===== src/rtl/mcac_pkg.sv =====
// Shared constants and types for the signal-estimate accumulator feed path.
//   WORD_W : serial word width (one accumulator circulation)
//   NPROD  : partial products per sample frame
//   NZERO  : zero-predictor products (SEZI is captured after these)
//   state_e: feed sequencer FSM states
package mcac_pkg;

    localparam int WORD_W = 16;
    localparam int NPROD  = 8;
    localparam int NZERO  = 6;
    localparam int PH_W   = 4;
    localparam int K_W    = 3;

    localparam logic [PH_W-1:0] PH_LAST   = 4'd15;
    localparam logic [K_W-1:0]  K_SEZI    = 3'(NZERO - 1);
    localparam logic [K_W-1:0]  K_SEI     = 3'(NPROD - 1);

    typedef enum logic [2:0] {
        ST_IDLE  = 3'd0,
        ST_CLEAR = 3'd1,
        ST_WAIT  = 3'd2,
        ST_SHIFT = 3'd3,
        ST_DONE  = 3'd4
    } state_e;

endpackage


===== src/rtl/accum_seq_p2s16.sv =====
// 16-bit parallel-load, LSB-first shift register.
//   clk_i   : clock
//   reset_i : synchronous active-high reset (clears the register)
//   load_i  : load data_i (wins over shift_i)
//   shift_i : shift right by one, zero fill
//   data_i  : parallel word
//   bit_o   : current LSB (registered)
// Zero fill means a fully shifted-out word leaves the output at 0, which is
// exactly the idle level the accumulator needs between products.
module p2s16
    import mcac_pkg::*;
(
    input  logic              clk_i,
    input  logic              reset_i,
    input  logic              load_i,
    input  logic              shift_i,
    input  logic [WORD_W-1:0] data_i,
    output logic              bit_o
);

    logic [WORD_W-1:0] data_q;
    logic [WORD_W-1:0] data_d;

    always_comb begin
        data_d = data_q;
        if (load_i) begin
            data_d = data_i;
        end else if (shift_i) begin
            data_d = {1'b0, data_q[WORD_W-1:1]};
        end
    end

    always_ff @(posedge clk_i) begin
        if (reset_i) begin
            data_q <= '0;
        end else begin
            data_q <= data_d;
        end
    end

    assign bit_o = data_q[0];

endmodule


===== src/rtl/accum_seq.sv =====
// Bit-serial feed sequencer for the signal-estimate accumulator.
// Accepts eight 16-bit products per frame and serialises each LSB-first on
// 'a', driving the accumulator's clear (m1_sel/m2_sel) and capture strobes.
//   clk        : clock          reset      : sync active-high reset
//   start      : frame request (honoured in IDLE only)
//   prod       : partial product     prod_valid/prod_ready : handshake
//   a          : serial product bit  m1_sel : zero accumulator carry input
//   m2_sel     : zero accumulator shift-register input
//   sezi_en    : SEZI capture strobe (negedge flop)
//   sei_en     : SEI capture strobe (negedge flop)
//   busy       : frame in progress   done   : end-of-frame pulse
//   dbg_state  : current FSM state
//
// Handshake: a product transfers on a rising clk edge where prod_valid and
// prod_ready are both 1. prod_ready only rises in phase 15, so every product
// starts shifting at phase 0 and stays aligned with the accumulator word.
module accum_seq
    import mcac_pkg::*;
(
    input  logic              clk,
    input  logic              reset,
    input  logic              start,
    input  logic [WORD_W-1:0] prod,
    input  logic              prod_valid,
    output logic              prod_ready,
    output logic              a,
    output logic              m1_sel,
    output logic              m2_sel,
    output logic              sezi_en,
    output logic              sei_en,
    output logic              busy,
    output logic              done,
    output logic [2:0]        dbg_state
);

    state_e          state_q, state_d;
    logic [PH_W-1:0] phase_q, phase_d;
    logic [K_W-1:0]  k_q, k_d;
    logic            pend_q, pend_d;
    logic            sezi_sched_q, sezi_sched_d;
    logic            sei_sched_q, sei_sched_d;
    logic            m1_q, m1_d;
    logic            m2_q, m2_d;
    logic            ready_q, ready_d;
    logic            busy_q, busy_d;
    logic            done_q, done_d;
    logic            sezi_q, sei_q;

    logic            accept;
    logic            last;
    logic            last_n;
    logic            sr_load;
    logic            sr_shift;

    assign accept = prod_valid & ready_q;
    assign last   = (phase_q == PH_LAST);

    // Next state, product counter and shift-register control.
    always_comb begin
        state_d      = state_q;
        k_d          = k_q;
        pend_d       = pend_q;
        sezi_sched_d = 1'b0;
        sei_sched_d  = 1'b0;
        sr_load      = 1'b0;
        sr_shift     = 1'b0;

        case (state_q)
            ST_IDLE: begin
                // A request is held until the word boundary so CLEAR covers
                // exactly one aligned circulation.
                if (start || pend_q) begin
                    if (last) begin
                        state_d = ST_CLEAR;
                        pend_d  = 1'b0;
                    end else begin
                        pend_d  = 1'b1;
                    end
                end
            end
            ST_CLEAR: begin
                if (last) begin
                    k_d = '0;
                    if (accept) begin
                        sr_load = 1'b1;
                        state_d = ST_SHIFT;
                    end else begin
                        state_d = ST_WAIT;
                    end
                end
            end
            ST_WAIT: begin
                if (accept) begin
                    sr_load = 1'b1;
                    state_d = ST_SHIFT;
                end
            end
            ST_SHIFT: begin
                sr_shift = 1'b1;
                if (last) begin
                    if (k_q == K_SEZI) begin
                        sezi_sched_d = 1'b1;
                    end
                    if (k_q == K_SEI) begin
                        sei_sched_d = 1'b1;
                        state_d     = ST_DONE;
                    end else begin
                        k_d = k_q + 3'd1;
                        if (accept) begin
                            sr_load = 1'b1;
                        end else begin
                            state_d = ST_WAIT;
                        end
                    end
                end
            end
            ST_DONE: begin
                state_d = ST_IDLE;
            end
            default: begin
                state_d = ST_IDLE;
            end
        endcase
    end

    // Outputs are registered: each flop is loaded with the value that belongs
    // to the next cycle's state and phase, so they line up with state_q.
    always_comb begin
        phase_d = phase_q + 4'd1;
        last_n  = (phase_d == PH_LAST);

        m2_d    = (state_d == ST_CLEAR);
        m1_d    = (state_d == ST_CLEAR) ||
                  (last_n && ((state_d == ST_IDLE) || (state_d == ST_WAIT) ||
                              (state_d == ST_SHIFT)));
        ready_d = last_n && ((state_d == ST_CLEAR) || (state_d == ST_WAIT) ||
                             ((state_d == ST_SHIFT) && (k_d != K_SEI)));
        busy_d  = (state_d != ST_IDLE) || pend_d;
        done_d  = (state_d == ST_DONE);
    end

    always_ff @(posedge clk) begin
        if (reset) begin
            state_q      <= ST_IDLE;
            phase_q      <= '0;
            k_q          <= '0;
            pend_q       <= 1'b0;
            sezi_sched_q <= 1'b0;
            sei_sched_q  <= 1'b0;
            m1_q         <= 1'b0;
            m2_q         <= 1'b0;
            ready_q      <= 1'b0;
            busy_q       <= 1'b0;
            done_q       <= 1'b0;
        end else begin
            state_q      <= state_d;
            phase_q      <= phase_d;
            k_q          <= k_d;
            pend_q       <= pend_d;
            sezi_sched_q <= sezi_sched_d;
            sei_sched_q  <= sei_sched_d;
            m1_q         <= m1_d;
            m2_q         <= m2_d;
            ready_q      <= ready_d;
            busy_q       <= busy_d;
            done_q       <= done_d;
        end
    end

    // Strobes rise mid-cycle of phase 0, when the completed accumulator word
    // is aligned and stable, and fall mid-cycle of phase 1.
    always_ff @(negedge clk) begin
        if (reset) begin
            sezi_q <= 1'b0;
            sei_q  <= 1'b0;
        end else begin
            sezi_q <= sezi_sched_q;
            sei_q  <= sei_sched_q;
        end
    end

    p2s16 u_p2s (
        .clk_i   (clk),
        .reset_i (reset),
        .load_i  (sr_load),
        .shift_i (sr_shift),
        .data_i  (prod),
        .bit_o   (a)
    );

    assign prod_ready = ready_q;
    assign m1_sel     = m1_q;
    assign m2_sel     = m2_q;
    assign busy       = busy_q;
    assign done       = done_q;
    assign sezi_en    = sezi_q;
    assign sei_en     = sei_q;
    assign dbg_state  = state_q;

endmodule


===== config.mk =====
export PLATFORM = sky130hd
export DESIGN_NAME = accum_seq
export DESIGN_NICKNAME = d
export VERILOG_FILES = /design/src/rtl/mcac_pkg.sv /design/src/rtl/accum_seq_p2s16.sv /design/src/rtl/accum_seq.sv
export SDC_FILE = /design/constraint.sdc
export NUM_CORES = 1
export LEC_CHECK = 0
export CAP_MARGIN = 20
export CORE_ASPECT_RATIO = 1.25
export CORE_MARGIN = 2
export CORE_UTILIZATION = 35
export CTS_BUF_LIST = sky130_fd_sc_hd__clkbuf_2
export CTS_CLUSTER_SIZE = 40
export DETAILED_ROUTE_END_ITERATION = 12
export PLACE_DENSITY_LB_ADDON = 0.05
export SETUP_SLACK_MARGIN = 0.02
export SYNTH_ARGS = -nofsm -noshare
export SYNTH_HDL_FRONTEND = slang
export SYNTH_HIERARCHICAL = 1
export SYNTH_SLANG_ARGS = --single-unit

===== constraint.sdc =====
create_clock -name clk -period 5.8 [get_ports clk]
set_input_delay 0.87 -clock clk [delete_from_list [all_inputs] [get_ports clk]]
set_output_delay 0.87 -clock clk [all_outputs]
set_load 0.05 [all_outputs]

### Word level (Yosys, flattened, before mapping)

Index checks and enable logic that the tools add are counted.

* add/sub/neg operators: 2
* bitwise operators: 3
* eq/ne operators: 12
* reduce and logical (&&, ||, !) cells: 15
* multiplexer cells: 26

Operator list (count)
* 16-bit 2-to-1 mux: 2
* 3-bit 2-to-1 mux: 10
* 3-bit by 2-bit == test with 1-bit output (second input constant): 4
* 3-bit one-hot mux with 4 select lines: 1
* 1-bit 2-to-1 mux: 11
* 3-bit == test (second input constant): 3
* 4-bit == test (second input constant): 2
* 1-bit logical OR: 7
* 3-bit by 1-bit == test with 1-bit output (second input constant): 2
* 3-bit logical NOT: 2
* 3-bit one-hot mux with 2 select lines: 1
* 4-bit by 1-bit adder with 4-bit output (second input constant): 1
* 3-bit by 1-bit adder with 3-bit output (second input constant): 1
* 1-bit logical AND: 3
* 3-bit != test (second input constant): 1
* 1-bit one-hot mux with 3 select lines: 1
* 3-bit nonzero test: 1
* 3-bit OR reduction: 1
* 1-bit inverter: 2
* 2-bit nonzero test: 1
* 1-bit AND: 1

* logic and storage cells: 72
* register bits: 36
* output and inout bits: 11
* input bits: 20

### Logic depth before layout (Yosys ltp)

Gate-level depths: netlist of the first run.

* depth in word-level cells: 10
* depth in mapped cells: 7
* gate-level depth less buffers: 6

### Hierarchy

Netlist of the first run, hierarchy kept.

Modules (own cells, without submodules)
* accum_seq: cells each 95, instances 1, seq. area each 400.4 um2, area an instance 915.9 um2
* p2s16: cells each 71, instances 1, seq. area each 320.3 um2, area an instance 764.5 um2

==> Implementation_results.wiki, run 1 <==
{| class="wikitable"
! Metric !! Value
|-
| Hold Path Cell Cnt || 1
|-
| Fraction of post-synthesis cell area in the top cell type by area || 0.429
|-
| Setup WS post-layout || 0.519 ns
|-
| Number of flops mapped to enable cells by yosys || 0
|-
| CP cell instances || clkdlybuf4s50_1
|-
| Reg-to-Reg Start || sezi_sched_q$_SDFF_PP0_
|-
| Setup skew after layout || 0.0402 ns
|-
| Worst rel slew slack || 0.378
|-
| Register-to-register setup slack || 2.38 ns
|-
| Final sum of negative setup slack || 0 ns
|-
| Clock transition at the register clock pins on the worst setup and hold paths after CTS || 0.20 ns
|-
| Number of warnings issued by yosys || 6
|-
| Die area || 0.00537 mm2
|-
| Maximum number of pins on one net before global-route repair || 33
|-
| Top_reg_cell synth || dfxtp_1
|-
| Row count || 28
|-
| Clock net sink count || 36
|-
| Floorplan Core Area || 0.00469 mm2
|-
| HPWL after detailed placement || 2.44 mm
|-
| P_leak || 0.695 nW
|-
| Die height || 81.5 um
|-
| Nets || 220
|-
| Delay of the slowest cell on the worst path || 0.79 ns
|-
| Hold Buf Count CTS || 0
|-
| Routed via count divided by cell count || 5.08
|-
| Total Wirelength || 3.54 mm
|-
| Setup repair after global routing missed its margin || false
|-
| CTS max path bufs || 2
|-
| Pre-antenna DRT Iters || 4
|-
| Start-to-end type of the worst setup path || register to output pin
|-
| Via count of the first global-routing pass || 1216
|-
| Number of cells traversed by the worst register-to-register path || 1
|-
| Synth Cell Area || 0.00168 mm2
|-
| Number of distinct standard cells referenced by the synthesized netlist || 44
|-
| Flop and latch count out of synthesis || 36
|-
| CP arrival || 4.41 ns
|-
| Area growth syn-to-layout || 23.5%
|-
| Final Hold Viols || 0
|-
| Num CTS Buffers || 5
|-
| Port Buffer Count || 30
|-
| Net count of the mapped netlist || 190
|-
| Final setup violation count || 0
|-
| Num ports || 31
|-
| Clk Tree Root Cell || clkbuf_2
|-
| Commonest cells after routing, fill and taps aside || dfxtp_1 (36), clkdlybuf4s50_1 (30), nor2b_1 (20), mux2i_1 (16), a211oi_1 (14)
|-
| Final non-filler cell area || 0.00207 mm2
|-
| Main area contributors after synthesis || dfxtp_1 (43%), mux2i_1 (9.5%), nor2b_1 (7.4%)
|-
| Worst-case setup slack after placement || 0.947 ns
|-
| Critical path endpoint category || output pin
|-
| Clock tree from TritonCTS || built
|-
| Path class of the lowest-slack min-delay path || register to register
|-
| Combined buffer and inverter count along the critical path || 1
|-
| Number of pins exceeding their max-slew limit in the final report || 0
|-
| Total number of vias || 1306
|-
| Power, Total || 0.449 mW
|-
| CTS HTree Levels || 2
|-
| Number of gates given a new drive strength after cts || 0
|-
| Worst slack on hold paths || 0.484 ns
|-
| Asr flop ratio synth || 0
|-
| Number of nets with antenna violations after detailed routing || 0
|-
| Wire length of the first global-routing pass || 5.81 mm
|-
| Area after detailed placement || 0.00200 mm2
|-
| DRC violation total after the first TritonRoute iteration || 46
|-
| Maximum capacitance violations || 0
|-
| Slowest stage cell, crit path || clkdlybuf4s50_1
|-
| Final antenna diode count || 0
|-
| Mean routed wirelength per cell || 13.8 um
|-
| Top fanout value on the critical path || 1
|-
| Total power density per cell area || 216 mW/mm2
|-
| Seq/Total Area, Yosys || 0.429
|-
| Fraction of final layout cells with drive strength greater than 1 || 0.107
|-
| Post CTS Setup Buffer Count || 0
|-
| Gr ovfl total || 0
|-
| Clock network latency to the later pin of the worst-skew pair || 0.42 ns
|-
| Hold Crit Endpoint || phase_q[0]$_SDFF_PP0_
|-
| Initial antenna violation count || 0
|-
| Mean instance size in the synthesized netlist || 10.1 um2
|-
| Most common cell after layout, fill and taps aside || dfxtp_1
|-
| Outcome || finished, final reports clean
|-
| Slew @ Worst Pin || 0.932 ns
|-
| Category of cells accounting for the largest share of critical-path delay || buffers and inverters
|-
| Post-synthesis cell count || 166
|-
| Beginning of the worst hold path || phase_q[0]$_SDFF_PP0_
|-
| Reg-to-reg critical path endpoint || sezi_en$_SDFF_NP0_
|-
| Initial Utilization || 0.358
|-
| Required @ worst endpoint || 4.93 ns
|-
| Global placement routability congestion || 0.863
|-
| Crit start category || register
|-
| Post-synthesis cell type with the largest combined area || dfxtp_1
|-
| Die X-Extent || 66.0 um
|-
| Maximum ir drop on the vdd rail || 184 uV
|-
| Total DRC errors in the routed layout || 0
|-
| Global-route usage over all layers || 0.145
|}
-- synth_stat cells (3+ instances only) --
cell type  number
ha_1            4
dfxtp_1        36
nand3_1         4
clkbuf_1        4
nor2_1          8
nand2_1         7
a211oi_2        3
inv_1           5
a211oi_1       14
nor2b_1        20
a21oi_1         5
nor3_1          5
mux2i_1        16
-- cell families (layout without fill, tap and decap cells) --
logic type	count (synthesis)	after routing	synth area share
mux	16	16	0.0953
simple gates	57	57	0.199
flops	36	36	0.429
fa+ha+maj	4	4	0.0298
xor+xnor	3	3	0.0156
compound gates	35	35	0.178
buf+inv	15	46	0.0536
-- through the flow --
step / instances / util
finish: 257 / 0.442
global route: 257 / 0.442
CTS: 257 / 0.442
detailed placement: 248 / 0.426
global placement: 248 / 0.426
floorplan: 166 / -
-- metal layers --
layer,wire (um),GRT usage,share of wire,vias to the layer above
li1,-,-,-,663
met1,1550,0.159,0.44,613
met2,1790,0.259,0.50,23
met3,122,0.0425,0.034,7
met4,83,0.0633,0.023,0
met5,0,0,0,-
-- report_power, final --
group / total, mW / internal, mW / switching [mW]
combinational: 0.0266 / 0.0154 / 0.0112
sequential: 0.253 / 0.251 / 0.00257
clock: 0.169 / 0.0753 / 0.0940
-- how the worst max path moves through the flow --
stage                      start  endpoint  slack (ns)  cells past startpoint
2_1_floorplan  sei_en$_SDFF_NP0_    sei_en        1.44                      0
3_3_place_gp   sei_en$_SDFF_NP0_    sei_en        0.95                      1
3_5_place_dp   sei_en$_SDFF_NP0_    sei_en        0.95                      1
4_1_cts        sei_en$_SDFF_NP0_    sei_en        0.48                      1
5_1_grt        sei_en$_SDFF_NP0_    sei_en        0.42                      1
6_report       sei_en$_SDFF_NP0_    sei_en        0.52                      1
-- registers in the layout, indices dropped and copies added, names as in the netlist --
register,cells
busy,1
k_q,3
dbg_state,3
sezi_en,1
m1_sel,1
done,1
prod_ready,1
sei_sched_q,1
pend_q,1
phase_q,4
u_p2s/data_q,16
sei_en,1
m2_sel,1
sezi_sched_q,1
-- final cells by class --
type / instances / area, um2
Multi-Input combinational cell: 115 / 870
Tap cell: 60 / 75.1
Fill cell: 466 / 2620
Clock buffer: 5 / 25.0
Sequential cell: 36 / 721
Inverter: 4 / 15.0
Timing Repair Buffer: 32 / 315
Clock inverter: 5 / 53.8
No activity file was read; power rests on OpenSTA's default activity.
==> run 2: changes to the inputs <==
--- a/config.mk
+++ b/config.mk
@@ -5,7 +5,6 @@
 export SDC_FILE = /design/constraint.sdc
 export NUM_CORES = 1
 export LEC_CHECK = 0
-export CAP_MARGIN = 20
 export CORE_ASPECT_RATIO = 1.25
 export CORE_MARGIN = 2
 export CORE_UTILIZATION = 35
==> results of run 2 <==
Final layout, timing and power as in run 1 (identical DEF).
